<file path="config.mk">
export PLATFORM = sky130hd
export DESIGN_NAME = time_set_ctrl
export DESIGN_NICKNAME = d
export VERILOG_FILES = /design/src/rtl/time_set_ctrl.sv
export SDC_FILE = /design/constraint.sdc
export NUM_CORES = 1
export LEC_CHECK = 0
export ABC_AREA = 0
export CORE_MARGIN = 2
export CORE_UTILIZATION = 67
export DETAILED_ROUTE_END_ITERATION = 8
export PLACE_DENSITY = 0.85
export SLEW_MARGIN = 20
export SYNTH_ARGS = -nofsm -noshare
export SYNTH_HDL_FRONTEND = slang
export SYNTH_SLANG_ARGS = --single-unit
</file>
<file path="constraint.sdc">
create_clock -name clk50 -period 10.7 [get_ports clk50]
set_input_delay 2.14 -clock clk50 [delete_from_list [all_inputs] [get_ports clk50]]
set_output_delay 2.14 -clock clk50 [all_outputs]
set_load 0.05 [all_outputs]
</file>
<file path="src/rtl/time_set_ctrl.sv">
// -----------------------------------------------------------------------------
// time_set_ctrl
//   Time-setting controller for the digital clock. It conditions the three raw
//   push-buttons, steps a mode FSM through RUN / SET_HOUR / SET_MIN / SET_SEC,
//   emits single-cycle up/down step strobes with press-and-hold auto-repeat,
//   freezes the seconds chain while editing and drives the edit blink.
//
// Ports
//   clk50      in   system clock, all flops on rising edge
//   reset      in   asynchronous active-high reset
//   btn_mode   in   raw mode button, active-low, asynchronous
//   btn_up     in   raw up button, active-low, asynchronous
//   btn_down   in   raw down button, active-low, asynchronous
//   mode       out  00 RUN, 01 SET_HOUR, 10 SET_MIN, 11 SET_SEC
//   step_up    out  one-cycle increment strobe for the selected field
//   step_down  out  one-cycle decrement strobe for the selected field
//   run_en     out  1 = seconds tick may propagate, 0 = time frozen
//   blink      out  display enable for the edited field, 1 in RUN
// -----------------------------------------------------------------------------
module time_set_ctrl #(
  parameter int DEBOUNCE     = 500000,
  parameter int REPEAT_DELAY = 25000000,
  parameter int REPEAT_RATE  = 5000000,
  parameter int TIMEOUT      = 500000000,
  parameter int BLINK_DIV    = 12500000
) (
  input  logic       clk50,
  input  logic       reset,
  input  logic       btn_mode,
  input  logic       btn_up,
  input  logic       btn_down,
  output logic [1:0] mode,
  output logic       step_up,
  output logic       step_down,
  output logic       run_en,
  output logic       blink
);

  localparam int DB_W    = (DEBOUNCE > 1) ? $clog2(DEBOUNCE) : 1;
  localparam int RPT_MAX = (REPEAT_DELAY > REPEAT_RATE) ? REPEAT_DELAY : REPEAT_RATE;
  localparam int RPT_W   = (RPT_MAX > 1) ? $clog2(RPT_MAX) : 1;
  localparam int TO_W    = (TIMEOUT > 1) ? $clog2(TIMEOUT) : 1;
  localparam int BL_W    = (BLINK_DIV > 1) ? $clog2(BLINK_DIV) : 1;

  localparam int B_MODE = 0;
  localparam int B_UP   = 1;
  localparam int B_DN   = 2;

  typedef enum logic [1:0] {
    RUN      = 2'b00,
    SET_HOUR = 2'b01,
    SET_MIN  = 2'b10,
    SET_SEC  = 2'b11
  } mode_t;

  // ---------------------------------------------------------------------------
  // Input conditioning: 2-flop synchronizer + debounce, one lane per button.
  // Levels are active-low, so the released/idle value is 1.
  // ---------------------------------------------------------------------------
  logic [2:0]      sync1, sync2, db, db_d;
  logic [DB_W-1:0] db_cnt [3];
  logic [2:0]      press;

  always_ff @(posedge clk50 or posedge reset) begin
    if (reset) begin
      sync1 <= '1;
      sync2 <= '1;
      db    <= '1;
      db_d  <= '1;
      // NOTE: the debounce counters are a handful of control flops, not a
      // memory, so they are reset element by element like any other state.
      for (int i = 0; i < 3; i++) db_cnt[i] <= '0;
    end else begin
      // NOTE: non-blocking assignments make every flop sample the pre-edge
      // value, which is what turns sync1 -> sync2 into a real two-stage chain.
      sync1 <= {btn_down, btn_up, btn_mode};
      sync2 <= sync1;
      db_d  <= db;
      for (int i = 0; i < 3; i++) begin
        if (sync2[i] == db[i]) begin
          db_cnt[i] <= '0;
        end else if (db_cnt[i] == DB_W'(DEBOUNCE - 1)) begin
          db[i]     <= sync2[i];
          db_cnt[i] <= '0;
        end else begin
          db_cnt[i] <= db_cnt[i] + 1'b1;
        end
      end
    end
  end

  // Press event: debounced 1 -> 0 transition, valid for exactly one cycle.
  assign press = db_d & ~db;

  logic up_held, dn_held;
  assign up_held = ~db[B_UP];
  assign dn_held = ~db[B_DN];

  // ---------------------------------------------------------------------------
  // Mode FSM, step/auto-repeat engine, timeout and blink.
  // ---------------------------------------------------------------------------
  mode_t            mode_q, mode_nxt;
  logic             rpt_act, rpt_dir, rpt_first;
  logic [RPT_W-1:0] rpt_cnt;
  logic [TO_W-1:0]  to_cnt;
  logic [BL_W-1:0]  bl_cnt;
  logic             in_set, timeout_hit, mode_chg;

  assign in_set      = (mode_q != RUN);
  // Any press event in the timeout cycle wins: it clears the counter instead.
  assign timeout_hit = in_set && (to_cnt == TO_W'(TIMEOUT - 1)) && (press == 3'b000);
  assign mode_chg    = press[B_MODE] || timeout_hit;

  always_comb begin
    // NOTE: assigning a default first keeps this purely combinational; a path
    // that left mode_nxt unassigned would infer a latch.
    mode_nxt = mode_q;
    if (press[B_MODE])    mode_nxt = mode_t'(mode_q + 2'd1);
    else if (timeout_hit) mode_nxt = RUN;
  end

  always_ff @(posedge clk50 or posedge reset) begin
    if (reset) begin
      mode_q    <= RUN;
      step_up   <= 1'b0;
      step_down <= 1'b0;
      rpt_act   <= 1'b0;
      rpt_dir   <= 1'b0;
      rpt_first <= 1'b0;
      rpt_cnt   <= '0;
      to_cnt    <= '0;
      bl_cnt    <= '0;
      blink     <= 1'b1;
    end else begin
      step_up   <= 1'b0;
      step_down <= 1'b0;
      mode_q    <= mode_nxt;

      // Timeout: held at 0 in RUN, cleared on entry and on any press.
      if (mode_nxt == RUN || mode_chg || press != 3'b000) to_cnt <= '0;
      else                                                to_cnt <= to_cnt + 1'b1;

      // Blink divider restarts at every mode change with the field visible.
      if (mode_nxt == RUN || mode_chg) begin
        bl_cnt <= '0;
        blink  <= 1'b1;
      end else if (bl_cnt == BL_W'(BLINK_DIV - 1)) begin
        bl_cnt <= '0;
        blink  <= ~blink;
      end else begin
        bl_cnt <= bl_cnt + 1'b1;
      end

      // Steps. Repeat only ever starts from a fresh press event, so cancelling
      // it (mode change, both held, RUN) locks the held button out until it is
      // released and pressed again.
      if (mode_chg || !in_set || (up_held && dn_held)) begin
        rpt_act <= 1'b0;
        rpt_cnt <= '0;
      end else if (press[B_UP]) begin
        step_up   <= 1'b1;
        rpt_act   <= 1'b1;
        rpt_dir   <= 1'b1;
        rpt_first <= 1'b1;
        rpt_cnt   <= '0;
      end else if (press[B_DN]) begin
        step_down <= 1'b1;
        rpt_act   <= 1'b1;
        rpt_dir   <= 1'b0;
        rpt_first <= 1'b1;
        rpt_cnt   <= '0;
      end else if (rpt_act) begin
        if (rpt_dir ? !up_held : !dn_held) begin
          rpt_act <= 1'b0;
          rpt_cnt <= '0;
        end else if (rpt_cnt == (rpt_first ? RPT_W'(REPEAT_DELAY - 1)
                                           : RPT_W'(REPEAT_RATE - 1))) begin
          if (rpt_dir) step_up   <= 1'b1;
          else         step_down <= 1'b1;
          rpt_first <= 1'b0;
          rpt_cnt   <= '0;
        end else begin
          rpt_cnt <= rpt_cnt + 1'b1;
        end
      end
    end
  end

  assign mode   = mode_q;
  assign run_en = (mode_q == RUN);

endmodule

</file>
==> qor.csv <==
stage,metric,value,unit
outcome,outcome,"finished, final reports clean",
yosys,syn_nets,785,
pwr,vdd_drop_max,137.3,uV
final_layout,seqCellArea,3895,sq um
yosys,synthSimpleGateAreaFrac,25.65,%
critical_path,crit_fanout,5,
yosys,synth_area,7537,sq um
clocking,insertion_delay,0.53,ns
timing,worst_slew_pin_slew,0.7831,ns
timing,setup_violations,0,
timing,finalClockSkew,0.008453,ns
timing,hold_viol,0,
yosys,syn_area_per_cell,9.751,sq um
global_route,grt.met3_usage,6.173,%
global_route,grt_overflow,0,
clocking,cts_buffers,17,
floorplan,pin_count,11,
route,first_iter_violations,586,
pwr,p_leak,3.385,nW
route,ant_nets,0,
job,maxCapViolations,0,
pwr,p_clk_share,49.8,%
timing,rsz0062_at_grt,false,
yosys,synth_cell_types,49,
route,dr.pass1.iters,5,
clocking,h-tree-depth,4,
global_route,antenna_found_initial,0,
global_route,gr-usage-met2,48.69,%
route,num_vias,5686,
clocking,path_clk_slew,0.07,ns
global_route,grt_first_pass_wirelength,26630,um
worst_hold_path,min_from,sync1[0],
critical_path,r2r_setup_slack,7.94,ns
timing,max_clock_freq,238.7,MHz
final_layout,drive_above_1_share,7.557,%
floorplan,rows,38,
global_route,grt-busiest-layer,met2,
yosys,synth_fa_ha_area_share,1.162,%
final_layout,fillers,713,
placed_design,place.gp.congestion,0.8226,
placed_design,dp_hpwl,9576,um
clocking,cts_resized,0,
worst_hold_path,holdPathEnd,sync2[0],
yosys,synth_top_family_by_area,simple AND/OR/NAND/NOR gates,
critical_path,reg2reg_from,mode[0],
route,drt-total-wl,15590,um
critical_path,r2r_end,bl_cnt[11],
final_layout,final_util,76.35,%
clocking,postCtsSetupRepairBufs,0,
placed_design,placed_cells,902,
pwr,p_seq_share,48.4,%
placed_design,io_buffers,10,
yosys,ys_warn_count,0,
critical_path,end_kind,output port,
timing,min_period,4.189,ns
critical_path,critical_path_arrival,2.05,ns
clocking,cts_hold_buf,0,
pwr,swShare,21.11,%
global_route,grt_max_degree,88,
yosys,muxShareOfSynthArea,0.4316,%
clocking,tritoncts,yes,
timing,totalNegativeSetupSlack,0,ns
pwr,p_sw,0.2598,mW
floorplan,fp.dieArea,12110,sq um
yosys,ys_ff_latch,155,
yosys,ys_seq_area_share,51.68,%
floorplan,core_area,10890,sq um
pwr,p_int,0.9706,mW
final_layout,instances_no_fill,934,
pwr,powerDensity,148.0,nW/um^2
clocking,cts_root_buf,clkbuf_8,
final_layout,antennaDiodeCount,0,
route,drc_errors,0,
final_layout,area_growth,10.29,%
timing,relSlewSlack,47.79,%
critical_path,path_class,reg2out,
clocking,clockBufferDepth,2,
floorplan,die_h,110.1,um
yosys,synth-edff-count,0,
global_route,grt_use_met1,35.27,%
pwr,comb_power_share,1.9,%
timing,fin_crit_sh,39.15,%
yosys,syn_inst,773,
yosys,synthArstFlopShare,100.0,%
critical_path,required,8.56,ns
worst_hold_path,min_path_cells,0,
final_layout,nets,793,
clocking,cts_sinks,155,
timing,slew_violations,0,
final_layout,multi_input_area,3425,sq um
yosys,synth_xor_area_share,12.78,%
yosys,synth_compound_area_share,5.329,%
route,vias_per_cell,6.088,
critical_path,rr_worst_depth,8,
floorplan,start_util,69.23,%
worst_hold_path,hp-class,reg2reg,
yosys,yosys_most_used_dff,dfrtp_1,
critical_path,cp-start-kind,register,
global_route,grt.total_usage,28.20,%
global_route,grt_pass1_vias,5723,
route,wl_per_cell,16.69,um
floorplan,die_w,110.1,um
worst max-delay path: stages, from the launching register on:
cell	delay [ns]
dfrtp_1	0.41
inv_1	0.07
ha_1	0.20
clkdlybuf4s50_1	0.84
worst max path at each step:
stage | start | end | slack (ns) | cells after the start
2_1_floorplan | reset | bl_cnt[0] | 4.40 | 1
3_3_place_gp | reset | rpt_cnt[10] | 6.55 | 3
3_5_place_dp | reset | bl_cnt[23] | 6.49 | 3
4_1_cts | mode[0] | run_en | 6.50 | 3
5_1_grt | mode[0] | run_en | 6.45 | 3
6_report | mode[0] | run_en | 6.51 | 3
kinds of logic after synthesis:
group | count (synthesis)
simple gates | 395
flops | 155
xor+xnor | 110
compound gates | 57
buf+inv | 46
fa+ha+maj | 7
mux | 3
placed cells by master (no fill, tap or decap), types with 5 or more instances in the layout:
cell	n
a21oi_1	10
a22o_1	7
a31oi_1	19
and3_1	15
and4_1	14
clkbuf_16	16
clkdlybuf4s50_1	10
clkinvlp_4	5
dfrtp_1	142
dfstp_2	13
ha_1	7
inv_1	21
nand2_1	71
nand2b_1	5
nand3_1	57
nand4_1	23
nor2_1	147
nor3_1	18
nor4_1	12
o21ai_0	9
or4_1	5
xnor2_1	54
xor2_1	56
power groups by stage:
stage / Clock (mW) / Combinational [mW] / Sequential, mW
final: 0.612 / 0.0230 / 0.595
after global routing: 0.642 / 0.0272 / 0.595
after CTS: 0.618 / 0.0236 / 0.595
after detailed placement: 0 / 0.0236 / 0.605
after global placement: 0 / 0.0221 / 0.605
after floorplan: 0 / 0.0170 / 0.604
metrics by stage:
step | worst slack, ns | instance area, sq um | power [mW] | hold WS [ns]
2_1_floorplan | 4.403 | 7537 | 0.6215 | 0.3452
3_3_place_gp | 6.548 | 7705 | 0.6271 | 0.3473
3_5_place_dp | 6.487 | 7705 | 0.6290 | 0.3475
4_1_cts | 6.496 | 8309 | 1.237 | 0.3568
5_1_grt | 6.451 | 8313 | 1.265 | 0.3594
6_report | 6.511 | 8313 | 1.230 | 0.3562
layer usage:
layer | vias to the layer above | wire length (um)
li1 | 2665 | -
met1 | 2823 | 6402
met2 | 165 | 8222
met3 | 33 | 704
met4 | 0 | 259
met5 | - | 0
state kept, by name, indices dropped and copies added, names as in the netlist:
| register | flops |
|---|---|
| bl_cnt | 24 |
| blink | 1 |
| db | 3 |
| db_cnt | 57 |
| db_d | 3 |
| mode | 2 |
| rpt_act | 1 |
| rpt_cnt | 25 |
| rpt_dir | 1 |
| rpt_first | 1 |
| step_down | 1 |
| step_up | 1 |
| sync1 | 3 |
| sync2 | 3 |
| to_cnt | 29 |
cell type report:
cell class | count | share of cell area (%)
Tap cell | 140 | 2.107
Inverter | 22 | 1.054
Clock buffer | 22 | 5.569
Timing Repair Buffer | 13 | 1.520
Multi-Input combinational cell | 572 | 41.20
Clock inverter | 10 | 1.701
Sequential cell | 155 | 46.85
Yosys cell counts (2+ instances only):
master	n	area (sq um)
a21oi_1	10	50.05
a22o_1	7	61.31
a31oi_1	19	118.9
a41oi_1	2	17.52
and2_1	4	25.02
and3_1	15	93.84
and4_1	14	122.6
and4bb_2	2	25.02
buf_2	10	50.05
buf_6	5	56.30
clkbuf_1	8	30.03
dfrtp_1	142	3553
dfstp_2	13	341.6
ha_1	7	87.58
inv_1	22	82.58
mux2_2	2	22.52
nand2_1	71	266.5
nand2b_1	5	31.28
nand3_1	57	285.3
nand3b_1	2	15.01
nand4_1	23	143.9
nor2_1	147	551.8
nor3_1	18	90.09
nor3_2	2	20.02
nor4_1	12	75.07
nor4b_1	4	35.03
nor4bb_1	4	40.04
o21ai_0	9	45.04
o21ai_1	2	10.01
or2_2	4	25.02
or4_1	5	37.54
xnor2_1	54	473.0
xor2_1	56	490.5
(Power assumes the default switching activity.)
